==> config.mk <==
export PLATFORM = sky130hd
export DESIGN_NAME = cas_fsk_serializer
export DESIGN_NICKNAME = d
export VERILOG_FILES = /design/src/rtl/cas_pkg.sv /design/src/rtl/cas_halfcycle_timer.sv /design/src/rtl/cas_fsk_serializer.sv
export SDC_FILE = /design/constraint.sdc
export NUM_CORES = 1
export LEC_CHECK = 0
export BUFFER_PORTS_ARGS = -buffer_cell sky130_fd_sc_hd__buf_2
export CAP_MARGIN = 20
export CORE_MARGIN = 2
export CORE_UTILIZATION = 45
export CTS_BUF_LIST = sky130_fd_sc_hd__clkbuf_8
export DETAILED_ROUTE_END_ITERATION = 8
export SETUP_SLACK_MARGIN = 0.4
export SLEW_MARGIN = 20
export SYNTH_ARGS = -nofsm -noshare
export SYNTH_HDL_FRONTEND = slang
export SYNTH_SLANG_ARGS = --single-unit
export TNS_END_PERCENT = 20
==> constraint.sdc <==
create_clock -name CLK50MHZ -period 2.9 [get_ports CLK50MHZ]
set_input_delay 0.725 -clock CLK50MHZ [delete_from_list [all_inputs] [get_ports CLK50MHZ]]
set_output_delay 0.725 -clock CLK50MHZ [all_outputs]
set_load 0.005 [all_outputs]
==> src/rtl/cas_pkg.sv <==
// Shared types and defaults for the cassette FSK playback serialiser.
package cas_pkg;

  typedef enum logic [1:0] {
    IDLE = 2'd0,
    HIGH = 2'd1,
    LOW  = 2'd2
  } cas_state_t;

  // 50 MHz / 4800 and 50 MHz / 2400: half-periods of the 2400 Hz and 1200 Hz tones
  localparam int CAS_HALF1_DEFAULT = 10417;
  localparam int CAS_HALF0_DEFAULT = 20833;
  localparam int CAS_CNT_W         = 16;

  // Last count of a half-period for the bit being played
  function automatic logic [CAS_CNT_W-1:0] cas_half_last(input logic sel_one,
                                                         input int   half1,
                                                         input int   half0);
    return sel_one ? CAS_CNT_W'(half1 - 1) : CAS_CNT_W'(half0 - 1);
  endfunction

endpackage

==> src/rtl/cas_halfcycle_timer.sv <==
// Half-period timer: counts enabled cycles and flags the last cycle of a half.
import cas_pkg::*;

module cas_halfcycle_timer #(
  parameter int HALF1_CYC = CAS_HALF1_DEFAULT,
  parameter int HALF0_CYC = CAS_HALF0_DEFAULT,
  parameter int CNT_W     = CAS_CNT_W
) (
  input  logic clk,
  input  logic reset_n,
  input  logic run,
  input  logic clear,
  input  logic sel_one,
  output logic done
);

  logic [CNT_W-1:0] cnt;
  logic [CNT_W-1:0] h_last;

  assign h_last = sel_one ? CNT_W'(HALF1_CYC - 1) : CNT_W'(HALF0_CYC - 1);

  // done only fires on a cycle that actually advances, so a frozen motor never ends a half
  assign done = run & ~clear & (cnt == h_last);

  // Count enabled cycles, wrap to 0 on the last one; clear wins over run
  always_ff @(posedge clk or negedge reset_n) begin
    if (!reset_n)   cnt <= '0;
    else if (clear) cnt <= '0;
    else if (run)   cnt <= (cnt == h_last) ? '0 : cnt + 1'b1;
  end

endmodule

==> src/rtl/cas_fsk_serializer.sv <==
// Cassette playback output stage: bytes in, LSB-first CoCo FSK square wave out.
import cas_pkg::*;

module cas_fsk_serializer #(
  parameter int HALF1_CYC = CAS_HALF1_DEFAULT,
  parameter int HALF0_CYC = CAS_HALF0_DEFAULT,
  parameter int CNT_W     = CAS_CNT_W
) (
  input  logic       CLK50MHZ,
  input  logic       COCO_RESET_N,
  input  logic       en,
  input  logic       rewind,
  input  logic [7:0] byte_data,
  input  logic       byte_valid,
  output logic       byte_ready,
  output logic       casdout,
  output logic       busy,
  output logic       underrun
);

  cas_state_t state;
  logic [7:0] shreg;
  logic [2:0] bit_idx;
  logic       half_done;
  logic       tmr_run;
  logic       tmr_clear;

  // Timer advances only while a byte is playing and the motor is on
  assign tmr_run   = en & (state != IDLE);
  assign tmr_clear = rewind | (state == IDLE);

  cas_halfcycle_timer #(
    .HALF1_CYC (HALF1_CYC),
    .HALF0_CYC (HALF0_CYC),
    .CNT_W     (CNT_W)
  ) u_timer (
    .clk     (CLK50MHZ),
    .reset_n (COCO_RESET_N),
    .run     (tmr_run),
    .clear   (tmr_clear),
    .sel_one (shreg[0]),
    .done    (half_done)
  );

  // Ready in IDLE, or on the very last cycle of a byte so the next one follows gaplessly
  always_comb begin
    byte_ready = 1'b0;
    if (COCO_RESET_N && en && !rewind) begin
      case (state)
        IDLE:    byte_ready = 1'b1;
        LOW:     byte_ready = (bit_idx == 3'd7) & half_done;
        default: byte_ready = 1'b0;
      endcase
    end
  end

  // Playback FSM with registered waveform, busy and underrun outputs
  always_ff @(posedge CLK50MHZ or negedge COCO_RESET_N) begin
    if (!COCO_RESET_N) begin
      state    <= IDLE;
      shreg    <= '0;
      bit_idx  <= '0;
      casdout  <= 1'b0;
      busy     <= 1'b0;
      underrun <= 1'b0;
    end else begin
      underrun <= 1'b0;
      if (rewind) begin
        state   <= IDLE;
        bit_idx <= '0;
        casdout <= 1'b0;
        busy    <= 1'b0;
      end else begin
        case (state)
          IDLE: begin
            if (byte_valid && byte_ready) begin
              shreg   <= byte_data;
              bit_idx <= '0;
              state   <= HIGH;
              casdout <= 1'b1;
              busy    <= 1'b1;
            end
          end
          HIGH: begin
            if (half_done) begin
              state   <= LOW;
              casdout <= 1'b0;
            end
          end
          LOW: begin
            if (half_done) begin
              if (bit_idx != 3'd7) begin
                shreg   <= {1'b0, shreg[7:1]};
                bit_idx <= bit_idx + 3'd1;
                state   <= HIGH;
                casdout <= 1'b1;
              end else if (byte_valid) begin
                // byte_ready is necessarily high here, so this is the handshake
                shreg   <= byte_data;
                bit_idx <= '0;
                state   <= HIGH;
                casdout <= 1'b1;
              end else begin
                underrun <= 1'b1;
                state    <= IDLE;
                busy     <= 1'b0;
              end
            end
          end
          default: begin
            state   <= IDLE;
            casdout <= 1'b0;
            busy    <= 1'b0;
          end
        endcase
      end
    end
  end

endmodule

==> summary.txt, run 1 <==
Status
  • Status: complete, no violations

CTS
  • CTS HTree Levels: 2
  • CTS tree: built
  • TritonCTS buffer count: 5
  • Sink Count: 32
  • Clock root cell: clkbuf_8
  • Bufs on Longest Clock Path: 2
  • Worst skew pair latency: 0.29 ns
  • CTS clock-pin slew for the worst setup and hold paths: 0.07 ns

Drt
  • Post-route ant nets: 0
  • Initial detailed-routing violation count: 119
  • Routed wire length per instance: 15.2 um
  • DRT Pass-1 Iters: 4
  • Via count: 1585
  • DRC viols: 0
  • Vias/cell: 5.81
  • Final wirelength: 4.15 mm

Finish
  • Final Net Count: 239
  • Final cell count without fillers: 273
  • Layout cells sized above 1: 23.8%
  • Utilization after layout: 54.5%
  • Fillers: 354
  • Synth-to-layout area growth: 18.3%
  • Number of diodes: 0

Timing
  • Clk_skew: 0.00766 ns
  • Tmin final: 2.60 ns
  • Final Max Tran Viols: 0
  • Post-route setup TNS: 0 ns
  • Final setup fails: 0
  • RSZ-0062 raised after global routing: yes
  • Final period util: 89.7%
  • Worst slew margin: 61.1%
  • Hold WS: 0.485 ns
  • Worst slew pin tran: 0.582 ns
  • Fmax: 384 MHz
  • Hold Fails Final Rpt: 0

Power and ir drop
  • Static leakage: 0.000920 uW
  • Power Dens Cells: 473 mW/mm2
  • Power Total: 1020 uW
  • Worst vdd ir: 250 uV

Synth
  • Synth area leaders: dfrtp_1 44%, o21ai_0 5.8%, nand2_1 5.2%
  • Cells after Synth: 195
  • Post-synthesis sequential area ratio: 44.1%
  • Post-Syn Area: 0.00182 mm2
  • Net Count, Synth: 212
  • Synthesized flop and latch total: 32
  • Most frequent cell after synthesis: dfrtp_1
  • Cell variety after synth: 49
  • Primary FF master, synth: dfrtp_1
  • Post-synth top area share: 44.1%
  • Ys Warns: 0
  • Largest area contributor in the synthesized netlist: dfrtp_1
  • Async set or reset register ratio after synthesis: 100%
  • Mean Syn Cell Area: 9.32 um2
  • Post-synth top cells: 32 x dfrtp_1, 25 x nand2_1, 21 x o21ai_0
  • Post-synth EDFFs: 0

Floorplan
  • Die width: 67.5 um
  • Core Region: 0.00394 mm2
  • Die area: 0.00456 mm2
  • Initial Util: 46.1%
  • Die height: 67.5 um
  • Ports: 17
  • FP Rows: 23

Placement
  • HPWL reported at the end of detailed placement: 2.84 mm
  • RD Place Congestion: 0.847
  • Port bufs: 16
  • Placed Instances: 259

Global route
  • Initial antenna violation count: 0
  • Vias in the first global route: 1510
  • Total GRT Usage: 20.0%
  • Gr ovfl total: 0
  • First-pass GRT wire length: 6.79 mm
  • Largest net degree at the start of global routing: 33

Setup path
  • Critical path class: in2out
  • Crit-path max FO: 2
  • WP data arrival: 1.88 ns
  • Worst Setup Start Kind: input pin
  • Setup crit end kind: output pin
  • CP Data Required Time: 2.17 ns

Flow run
  • Max-Cap Viols: 0

Worst hold path
  • Worst hold-check path type: reg2reg
[sequential cells by signal, indices dropped and copies added (netlist names)]
signal	flops
u_timer.cnt	16
busy	1
state	2
bit_idx	3
shreg	8
casdout	1
underrun	1
[layout by cell type, fill, tap and decap left out, drive strengths merged, types with 2 or more instances in the layout]
| cell | instances |
|---|---|
| dfrtp | 32 |
| o21ai | 30 |
| buf | 27 |
| nand2 | 25 |
| nor2 | 15 |
| nand3 | 9 |
| a21oi | 9 |
| mux2i | 7 |
| o31ai | 6 |
| inv | 5 |
| clkbuf | 5 |
| nor3 | 5 |
| ha | 4 |
| and3 | 3 |
| and4 | 3 |
| a31oi | 3 |
| nor4 | 3 |
| nor4bb | 2 |
| nor3b | 2 |
| nand2b | 2 |
| a32o | 2 |
| nor2b | 2 |
| a2bb2oi | 2 |
[final cells by class]
type	instances	area, um2	share of cell area (%)
well taps	50	62.6	2.91
multi-input cells	151	972	45.3
clock buffers	5	68.8	3.20
flip-flops and latches	32	805	37.4
inverters	5	18.8	0.874
clock inverters	3	42.5	1.98
repair buffers	27	179	8.33
[critical path, cell delays in order]
cell,delay [ns]
buf_8,0.09
or3b_4,0.40
nor4_4,0.31
nand2_1,0.10
a21oi_2,0.13
buf_2,0.12
[metrics by stage]
stage	cell area [um2]	setup slack, ns
detailed placement	1960	0.366
CTS	2110	0.284
global route	2150	0.187
global placement	1960	0.392
finish	2150	0.298
floorplan	1830	0.402
[report_power, final]
group	internal [uW]	switching [uW]	total (uW)
combinational	39.2	46.5	85.7
sequential	474	20.4	494
clock	254	183	437
total	767	250	1020
[worst paths after layout]
check	slack, ns	endpoint	depth (start not counted)	start
max in group asynchronous	2.07	u_timer.cnt[0]	2	COCO_RESET_N
min reg2reg	0.48	shreg[5]	2	shreg[5]
min in group asynchronous	0.50	underrun	2	COCO_RESET_N
min	0.48	shreg[5]	2	shreg[5]
max reg2reg	0.74	shreg[4]	8	bit_idx[0]
max	0.30	byte_ready	6	rewind
[routing by layer]
| metal | GRT usage, % | part of all wire (%) | wire length (um) |
|---|---|---|---|
| met3 | 4.67 | 3.0 | 126 |
| met4 | 10.5 | 1.6 | 65 |
| met1 | 23.3 | 46 | 1900 |
| met5 | 0 | 0 | 0 |
| met2 | 33.8 | 50 | 2060 |
[logic make-up after synthesis]
kind of cell               Yosys count  synth area share, %
and+or+nand+nor                     79                 24.0
AOI/OAI and AO/OA                   61                 21.6
DFF                                 32                 44.1
buffers and inverters               12                 3.72
muxes                                7                 3.86
adders and majority gates            4                 2.75
[what timing repair did]
| item | in CTS | in global routing |
|---|---|---|
| setup buffers | 3 | 3 |
| pin swaps | 4 | 0 |
| hold buffers | 0 | 0 |
| endpoints found under the setup margin | 1 | 1 |
| resized for setup | 7 | 4 |
| cloned | 0 | 0 |
No activity file was read; power rests on OpenSTA's default activity.
==> inputs of run 2 (changes only) <==
--- a/config.mk
+++ b/config.mk
@@ -11,6 +11,7 @@
 export CORE_UTILIZATION = 45
 export CTS_BUF_LIST = sky130_fd_sc_hd__clkbuf_8
 export DETAILED_ROUTE_END_ITERATION = 8
+export PLACE_DENSITY = 0.62
 export SETUP_SLACK_MARGIN = 0.4
 export SLEW_MARGIN = 20
 export SYNTH_ARGS = -nofsm -noshare
==> summary.txt, run 2 (synthesis results as in run 1) <==
Drt
  • Via count: 1596 (was 1585)
  • Final wirelength: 4.08 mm (was 4.15 mm)
  • Post-route ant nets: 0 (unchanged)
  • Initial detailed-routing violation count: 140 (was 119)
  • DRC viols: 0 (unchanged)
  • Vias/cell: 5.78 (was 5.81)
  • Routed wire length per instance: 14.8 um (was 15.2 um)
  • DRT Pass-1 Iters: 4 (unchanged)

Setup path
  • Crit-path max FO: 5 (was 2)
  • CP Data Required Time: 2.17 ns (about the same)
  • Setup crit end kind: output pin (unchanged)
  • Worst Setup Start Kind: input pin (unchanged)
  • Crit path from: rewind (unchanged)
  • Critical path class: in2out (unchanged)
  • Worst r2r src: bit_idx[0] (unchanged)
  • WP data arrival: 1.93 ns (was 1.88 ns)

Power and ir drop
  • Worst vdd ir: 278 uV (was 250 uV)
  • Internal power: 769 uW (was 767 uW)
  • Sw power: 245 uW (was 250 uW)
  • Clk pwr share: 42.8% (was 43.0%)
  • Logic pwr share: 8.7% (was 8.4%)
  • Switch share: 24.2% (was 24.6%)
  • Seq pwr share: 48.5% (was 48.6%)
  • Power Dens Cells: 468 mW/mm2 (was 473 mW/mm2)
  • Static leakage: 0.000938 uW (was 0.000920 uW)

Status
  • Status: complete, no violations (unchanged)

Timing
  • Hold WS: 0.286 ns (was 0.485 ns)
  • Worst slew pin tran: 0.599 ns (was 0.582 ns)
  • Post-route setup TNS: 0 ns (unchanged)
  • Fmax: 377 MHz (was 384 MHz)
  • Tmin final: 2.65 ns (was 2.60 ns)
  • RSZ-0062 raised after global routing: yes (unchanged)
  • Final period util: 91.5% (was 89.7%)
  • Hold Fails Final Rpt: 0 (unchanged)
  • Final setup fails: 0 (unchanged)
  • Clk_skew: 0.00419 ns (was 0.00766 ns)
  • Setup WS post-layout: 0.247 ns (was 0.298 ns)
  • Worst slew margin: 59.9% (was 61.1%)
  • Final Max Tran Viols: 0 (unchanged)

CTS
  • TritonCTS buffer count: 5 (unchanged)
  • CTS HTree Levels: 2 (unchanged)
  • Sink Count: 32 (unchanged)
  • Worst skew pair latency: 0.29 ns (about the same)
  • CTS clock-pin slew for the worst setup and hold paths: 0.07 ns (about the same)
  • CTS tree: built (unchanged)
  • Clock root cell: clkbuf_8 (unchanged)
  • Bufs on Longest Clock Path: 2 (unchanged)

Floorplan
  • Die width: 67.5 um (unchanged)
  • FP Rows: 23 (unchanged)
  • Die area: 0.00456 mm2 (unchanged)
  • Ports: 17 (unchanged)
  • Die height: 67.5 um (unchanged)
  • Core Region: 0.00394 mm2 (unchanged)
  • Initial Util: 46.1% (unchanged)

Finish
  • Number of diodes: 0 (unchanged)
  • Largest regs: u_timer.cnt x16, shreg x8, bit_idx x3 (unchanged)
  • Commonest non-fill, non-tap cell in the layout: dfrtp_1 (unchanged)
  • Layout cells sized above 1: 24.3% (was 23.8%)
  • Commonest cells after routing, fill and taps aside: 29 x dfrtp_1, 25 x nand2_1, 21 x o21ai_0, 15 x buf_4 (was 29 x dfrtp_1, 25 x nand2_1, 21 x o21ai_0, 14 x buf_2, 13 x nor2_1)
  • Synth-to-layout area growth: 19.4% (was 18.3%)
  • Fillers: 353 (was 354)
  • Number of flip-flops in the largest register: 16 (unchanged)
  • Final Net Count: 242 (was 239)
  • Final cell count without fillers: 276 (was 273)
  • Most flops, register: u_timer.cnt (unchanged)

Global route
  • Total GRT Usage: 19.5% (was 20.0%)
  • Vias in the first global route: 1472 (was 1510)
  • Gr ovfl total: 0 (unchanged)
  • First-pass GRT wire length: 6.69 mm (was 6.79 mm)
  • Largest net degree at the start of global routing: 26 (was 33)
  • Initial antenna violation count: 0 (unchanged)

Placement
  • HPWL reported at the end of detailed placement: 2.78 mm (was 2.84 mm)
  • Placed Instances: 259 (unchanged)
  • RD Place Congestion: 0.847 (about the same)
  • Port bufs: 16 (unchanged)
  • Post-Place Setup Slack: 0.353 ns (was 0.366 ns)

Flow run
  • Max-Cap Viols: 0 (unchanged)

Worst hold path
  • Worst hold-check path type: in2async (was reg2reg)
-- run 2: cell types whose count changed in the layout (fill, tap and decap cells not counted), sizes merged --
| cell | before | now |
|---|---|---|
| buf | 27 | 30 |
-- run 2: stage by stage --
stage | util (%) | instance area [um2] | total power [uW]
2_1_floorplan | - | 1830 | 550
3_3_place_gp | 49.6 | 1960 | 578
3_5_place_dp | 49.6 | 1960 | 584
4_1_cts | 52.8 | 2080 | 1020
5_1_grt | 55.0 | 2170 | 1060
6_report | 55.0 | 2170 | 1010
-- run 2: worst paths after layout --
check / cells after the start / slack, ns / to
worst max-delay path: 6 / 0.25 / byte_ready
worst min-delay path: 1 / 0.29 / u_timer.cnt[2]
worst max register to register: 8 / 0.75 / shreg[5]
worst min register to register: 2 / 0.48 / shreg[4]
max in group asynchronous: 2 / 2.00 / state[0]
min in group CLK50MHZ: 2 / 0.48 / shreg[4]
-- run 2: final cells by class --
cell class	instances	area [um2]	area share, %
clock buffer	5	68.8	3.17
clock inverter	3	42.5	1.96
inverter	5	18.8	0.866
multi-input combinational	151	968	44.7
sequential	32	805	37.1
tap	50	62.6	2.89
timing repair buffer	30	203	9.35
-- run 2: power groups by stage --
| stage | clock (uW) | sequential (uW) | combinational [uW] |
|---|---|---|---|
| after floorplan | 0 | 495 | 54.8 |
| after global placement | 0 | 499 | 79.0 |
| after detailed placement | 0 | 501 | 82.6 |
| after CTS | 447 | 492 | 83.0 |
| after global routing | 464 | 496 | 100 |
| final | 434 | 492 | 88.4 |
-- run 2: what timing repair did --
item / in CTS / in global routing
endpoints found under the setup margin: 1 / 1
pin swaps: 0 / 4
gates resized for setup: 1 / 10
setup buffers: 1 / 8
hold buffers: 0 / 0
-- run 2: critical path, stage by stage --
cell and delay (ns):
buf_12 0.10, or3b_4 0.41, nor4_4 0.30, nand2_1 0.11
a21oi_2 0.15, buf_2 0.13
-- run 2: metal layers --
metal / track usage (%) / routed length (um)
met1: 25.7 / 1820
met2: 30.9 / 2000
met3: 5.00 / 199
met4: 7.14 / 58
met5: 0 / 0
